## src/rtl/reg_file_pkg.sv

```systemverilog
// Shared types and helpers for the reg_file_sb register file slice.
package reg_file_pkg;

    typedef enum logic [0:0] {
        RF_CLEAR = 1'b0,
        RF_RUN   = 1'b1
    } rf_state_e;

    localparam int XLEN_DEF  = 32;
    localparam int NREGS_DEF = 32;

    // Widest packed bus / field the unpack helper accepts.
    localparam int BUS_MAX   = 2048;
    localparam int FIELD_MAX = 64;

    // Returns field p of width w from a packed bus of equal-width fields.
    function automatic logic [FIELD_MAX-1:0] unpack_port(
        input logic [BUS_MAX-1:0] bus,
        input int                 p,
        input int                 w
    );
        logic [BUS_MAX-1:0]   sh;
        logic [FIELD_MAX-1:0] f;
        sh = bus >> (p * w);
        f  = '0;
        for (int i = 0; i < FIELD_MAX; i++) begin
            if (i < w) f[i] = sh[i];
        end
        return f;
    endfunction

endpackage

```

## src/rtl/rf_scoreboard.sv

```systemverilog
// Per-register busy bits: issue sets, write clears, set wins on a same-cycle clash.
module rf_scoreboard
    import reg_file_pkg::*;
#(
    parameter int NREGS  = NREGS_DEF,
    parameter int NRD    = 2,
    parameter int NWR    = 1,
    parameter int BYPASS = 1,
    localparam int AW    = $clog2(NREGS)
) (
    input  logic                     clk,
    input  logic                     rst,
    input  logic                     run,
    input  logic [NRD-1:0][AW-1:0]   rd_addr,
    input  logic [NWR-1:0]           wr_en,
    input  logic [NWR-1:0][AW-1:0]   wr_addr,
    input  logic                     iss_en,
    input  logic [AW-1:0]            iss_addr,
    output logic [NRD-1:0]           rd_busy
);

    logic [NREGS-1:0] busy;
    logic [NREGS-1:0] busy_nxt;

    always_comb begin
        // NOTE: combinational blocks use blocking '=' and assign every output a default first, so no latch is inferred.
        busy_nxt = busy;
        for (int w = 0; w < NWR; w++) begin
            if (wr_en[w]) busy_nxt[wr_addr[w]] = 1'b0;
        end
        if (iss_en) busy_nxt[iss_addr] = 1'b1;
        busy_nxt[0] = 1'b0;
    end

    always_ff @(posedge clk) begin
        if (rst)      busy <= '0;
        else if (run) busy <= busy_nxt;
    end

    always_comb begin
        rd_busy = '0;
        for (int p = 0; p < NRD; p++) begin
            logic hit;
            hit = 1'b0;
            for (int w = 0; w < NWR; w++) begin
                if (BYPASS != 0 && wr_en[w] && wr_addr[w] == rd_addr[p]) hit = 1'b1;
            end
            rd_busy[p] = run && (rd_addr[p] != '0) && !hit && busy[rd_addr[p]];
        end
    end

endmodule

```

## src/rtl/reg_file_sb.sv

```systemverilog
// Multi-port integer register file with write bypass, busy scoreboard and a
// sequential clear sweep that runs after every reset.
module reg_file_sb
    import reg_file_pkg::*;
#(
    parameter int XLEN   = XLEN_DEF,
    parameter int NREGS  = NREGS_DEF,
    parameter int NRD    = 2,
    parameter int NWR    = 1,
    parameter int BYPASS = 1,
    localparam int AW    = $clog2(NREGS)
) (
    input  logic                  clk,
    input  logic                  rst,
    output logic                  ready,
    input  logic [NRD*AW-1:0]     rd_addr,
    output logic [NRD*XLEN-1:0]   rd_data,
    output logic [NRD-1:0]        rd_busy,
    input  logic [NWR-1:0]        wr_en,
    input  logic [NWR*AW-1:0]     wr_addr,
    input  logic [NWR*XLEN-1:0]   wr_data,
    input  logic                  iss_en,
    input  logic [AW-1:0]         iss_addr
);

    logic [NRD-1:0][AW-1:0]   rd_addr_a;
    logic [NWR-1:0][AW-1:0]   wr_addr_a;
    logic [NWR-1:0][XLEN-1:0] wr_data_a;

    for (genvar p = 0; p < NRD; p++) begin : g_rd_unpack
        assign rd_addr_a[p] = AW'(unpack_port(BUS_MAX'(rd_addr), p, AW));
    end
    for (genvar w = 0; w < NWR; w++) begin : g_wr_unpack
        assign wr_addr_a[w] = AW'(unpack_port(BUS_MAX'(wr_addr), w, AW));
        assign wr_data_a[w] = XLEN'(unpack_port(BUS_MAX'(wr_data), w, XLEN));
    end

    rf_state_e        state;
    logic [AW-1:0]    clr_idx;
    logic [XLEN-1:0]  regs [NREGS];
    logic             run;

    assign run = (state == RF_RUN);

    always_ff @(posedge clk) begin
        // NOTE: sequential state uses non-blocking '<=' so every flop samples pre-edge values.
        if (rst) begin
            state   <= RF_CLEAR;
            clr_idx <= '0;
            ready   <= 1'b0;
        end else if (state == RF_CLEAR) begin
            clr_idx <= clr_idx + 1'b1;
            if (clr_idx == AW'(NREGS - 1)) begin
                state <= RF_RUN;
                ready <= 1'b1;
            end
        end
    end

    // NOTE: the storage array has no reset branch; the clear sweep zeroes it one entry per cycle.
    always_ff @(posedge clk) begin
        if (!rst) begin
            if (state == RF_CLEAR) begin
                regs[clr_idx] <= '0;
            end else begin
                for (int w = 0; w < NWR; w++) begin
                    if (wr_en[w] && wr_addr_a[w] != '0) regs[wr_addr_a[w]] <= wr_data_a[w];
                end
            end
        end
    end

    for (genvar p = 0; p < NRD; p++) begin : g_rd
        logic [XLEN-1:0] rd_val;
        always_comb begin
            rd_val = regs[rd_addr_a[p]];
            // Later ports overwrite earlier ones, so the highest writer wins.
            for (int w = 0; w < NWR; w++) begin
                if (BYPASS != 0 && wr_en[w] && wr_addr_a[w] == rd_addr_a[p]) rd_val = wr_data_a[w];
            end
            if (!run || rd_addr_a[p] == '0) rd_val = '0;
        end
        assign rd_data[p*XLEN +: XLEN] = rd_val;
    end

    rf_scoreboard #(
        .NREGS  (NREGS),
        .NRD    (NRD),
        .NWR    (NWR),
        .BYPASS (BYPASS)
    ) u_scoreboard (
        .clk      (clk),
        .rst      (rst),
        .run      (run),
        .rd_addr  (rd_addr_a),
        .wr_en    (wr_en),
        .wr_addr  (wr_addr_a),
        .iss_en   (iss_en),
        .iss_addr (iss_addr),
        .rd_busy  (rd_busy)
    );

endmodule
```

## config.mk

```make
export PLATFORM = sky130hd
export DESIGN_NAME = reg_file_sb
export DESIGN_NICKNAME = d
export VERILOG_FILES = /design/src/rtl/reg_file_pkg.sv /design/src/rtl/rf_scoreboard.sv /design/src/rtl/reg_file_sb.sv
export SDC_FILE = /design/constraint.sdc
export NUM_CORES = 1
export LEC_CHECK = 0
export BUFFER_PORTS_ARGS = -buffer_cell sky130_fd_sc_hd__buf_2
export CORE_ASPECT_RATIO = 0.7
export CORE_UTILIZATION = 25
export DETAILED_ROUTE_END_ITERATION = 6
export GPL_TIMING_DRIVEN = 0
export MAX_ROUTING_LAYER = met4
export SLEW_MARGIN = 10
export SYNTH_ARGS = -nofsm -noshare
export SYNTH_HDL_FRONTEND = slang
export SYNTH_SLANG_ARGS = --single-unit
```

## constraint.sdc

```tcl
create_clock -name clk -period 9.11 [get_ports clk]
set_input_delay 1.3665 -clock clk [delete_from_list [all_inputs] [get_ports clk]]
set_output_delay 1.3665 -clock clk [all_outputs]
set_load 0.005 [all_outputs]
```

==> results.md <==
- Hold WS: between 0.4 and 0.5 ns
- CP Launch Type: primary input
- Status: finished clean
- Area grow syn2layout: 17.2%
- Cells after DPL: about 5700
- Crit-path slowest cell: clkbuf_1
- Synth Flop Type: edfxtp_1
- Layout cells sized above 1: 27.5%
- Die extent in y: 379 µm
- Clock latency on the worst-skew pair: 0.72 ns
- CTS tree: yes
- I/O pin total: 123
- Post-synthesis mux area share: roughly a quarter
- Grt ovf: 0
- Setup bufs post-CTS: 0
- Post-Syn Nets: about 3000
- Total Routing Usage GR: 18.6%
- Die X: about 540 µm
- Port Buffers: about 110
- TritonCTS Buffers: about 110
- Most used cell, CP: buf_2
- Top Usage Layer GRT: met2
- Met1 GRT Util: ~24%
- Yosys warns: 0
- Vias: between 30000 and 40000
- Placer Congestion: approximately 0.94
- Slew headroom: 7.01%
- Crit path max-delay family: buffers and inverters
- Worst-path fanout max: 10
- Crit-path cells: buf_2 > buf_2 > clkbuf_1 > buf_1 > mux4_2 > a22oi_1 > a21oi_1 > a221o_1 > buf_2
- Area share of the largest cell type after synthesis: approximately three fifths
- PD cells: 182 nW/µm²
- Vias in the first global route: roughly 32000
- Compound-gate portion of the synthesized area: between 7 and 8%
- VDD IR max: 174 µV
- Hold crit path type: reg -> reg
- Largest family of logic cells by synthesized area: multiplexers
- Number of max-cap violations: 0
- Initial DRC count: about 5000
- Number of vias per cell: about 5.6
- Slew @ Worst Pin: between 1 and 1.5 ns
- Initial DRT Pass Iterations: 5
- Data arrival, critical path: between 5 and 6 ns
- Crit Path Class: in -> out
- CP Buf/Inv Count: 5
- Final min period: between 7 and 8 ns
- Post-cts hold buffer count: 0
- Met3 GRT Util: between 7 and 8%
- Achievable Freq: roughly 0.14 GHz
- Synthesized instance count: about 2900
- FF+latch count, synth: 1062
- Seq/Total Area, Yosys: between 60% and 70%
- Initial antenna violation count: 24
- Full die area: roughly 200000 µm²
- Final slew viol count: 0
- Final Non-Filler Cells: roughly 6000
- Final Setup Violations: 0
- Routed WL: 189000 µm
- Synth Area per Inst: ~17 µm²
- Final-layout fill cell count: approximately 20000
- Post-Synth Simple-Gate Area: between 3 and 4%
- Met2 track demand over resource: around a quarter
- H-tree levels: 3
- Pleak: approximately 0.018 µW
- Row count: ~140
- Final net count: 3231
- Remaining antenna violation count: 0
- Synth Area in XOR/XNOR: 0.207%
- Crit end category: primary output
- CTS clk-pin slew, worst paths: 0.06 ns
- Area of the mapped netlist: ~51000 µm²
- Crit share post-route: about four fifths
- EDFF count, synth: slightly above 1000
- RSZ-0062 raised after global routing: false
- Root Buffer: clkbuf_16
- Top cells by area, synth: edfxtp_1 (61%), mux4_2 (19%), mux2i_1 (5.8%)
- Setup_tns: 0 ns
- Post-DP HPWL: approximately 130000 µm
- First-pass GRT wire length: 257000 µm
- CP Data Required Time: between 7 and 8 ns
- Adder-cell share of the synthesized area: 0.0494%
- Async set or reset register ratio after synthesis: 0%
- Final Hold Fails: 0
- Max incr delay on CP: approximately 1.1 ns
- Skew final: roughly 0.028 ns
- Core ar.: around 200000 µm²
- Synth unique cells: between 50 and 60
- DR DRC count: 0
- Synth area leader: edfxtp_1
- Finished Core Util: 29.7%
- Clock Tree Buf Depth: 3
- Largest net degree at the start of global routing: 33
- Clk sinks: 1062
- Initial cell density of the core: approximately 25%
- Resized Gates After CTS: 0
- Routed wire per std cell: roughly 32 µm
[cells by family after synthesis]
kind of cell	Yosys count
DFF	1062
muxes	716
AOI/OAI and AO/OA	568
and+or+nand+nor	303
buffers and inverters	246
xor gates and xnor gates	12
adders and majority gates	2
[per-stage QoR]
stage / power (µW) / cell area, µm² / worst slack [ns]
global route: 11000 / 59300 / 2.08
CTS: 10800 / 59300 / 2.15
global placement: 6230 / 54500 / 1.57
finish: 10800 / 59400 / 1.96
floorplan: 5900 / 50700 / 4.37
detailed placement: 6250 / 55700 / 2.20
[power breakdown]
group / switching (µW) / internal, µW
sequential: 13.8 / 5310
combinational: 554 / 300
clock: 1970 / 2640
[worst reg2reg max path: stages (launching register included)]
cell	delay (ns)
dfxtp_1	0.31
clkbuf_1	0.32
nand2_1	0.20
a211oi_1	0.42
clkbuf_1	0.64
clkbuf_1	0.70
and2_1	1.08
[Yosys cell counts, types with 7 or more instances]
cell      count
dfxtp_1      38
nor2_1       60
a22oi_1      37
nor3_1        8
nand2b_1     36
o21ai_1       8
xnor2_1      11
nand2_1      51
mux2i_1     296
and2_1       37
o22a_1       27
clkbuf_1    129
o21ai_0     115
nor2b_1      36
a221oi_1     90
edfxtp_1   1024
buf_2        69
a32o_1       31
nand3_1      38
mux4_2      417
o21bai_1     28
inv_1         8
buf_4        19
buf_1        15
a21boi_0     24
o22ai_1      32
a221o_1      28
a21oi_1     124
and3_1        7
[registers in the layout, indices dropped and copies added (netlist names)]
signal and flops:
regs 1024, ready 1, u_scoreboard.busy 31, clr_idx 5
run 1
[routing by layer]
metal	routed length [µm]	share of wire, %
met5	0	0
met4	6930	3.7
met3	28200	15
met2	80300	42
met1	73700	39
[path summary, 6_finish.rpt]
check | startpoint | slack [ns] | end | cells after the start
max | rd_addr[1] | 1.96 | rd_data[24] | 9
min | ready | 0.46 | ready | 2
min reg2reg | ready | 0.46 | ready | 2
max reg2reg | run | 5.05 | regs[5][27] | 6
[layout by cell type, fill, tap and decap left out, types with 27 or more instances in the layout]
cell type	Yosys	layout
nor2_4	0	32
mux4_2	417	417
buf_2	69	183
a22oi_1	37	36
clkbuf_1	129	146
a32o_1	31	31
a221oi_1	90	90
nand3_1	38	38
edfxtp_1	1024	1024
o21ai_0	115	115
nand2_1	51	51
nand2b_1	36	36
o22a_1	27	27
dfxtp_1	38	38
a221o_1	28	28
o21bai_1	28	28
a21oi_1	124	123
nor2_1	60	27
buf_12	0	32
o22ai_1	32	32
nor2b_1	36	36
mux2i_1	296	296
clkbuf_16	0	110
[layout make-up]
class	count	area [µm²]	share of cell area [%]
multi-input combinational	1601	18300	30.8
sequential	1062	31500	53.1
buffer	238	1100	1.85
tap	2641	3300	5.57
inverter	8	30.0	0.0506
timing repair buffer	155	1460	2.46
antenna	22	55.1	0.0927
clock buffer	138	2890	4.87
clock inverter	61	708	1.19
Note: power is estimated with default switching activity, not from simulation.
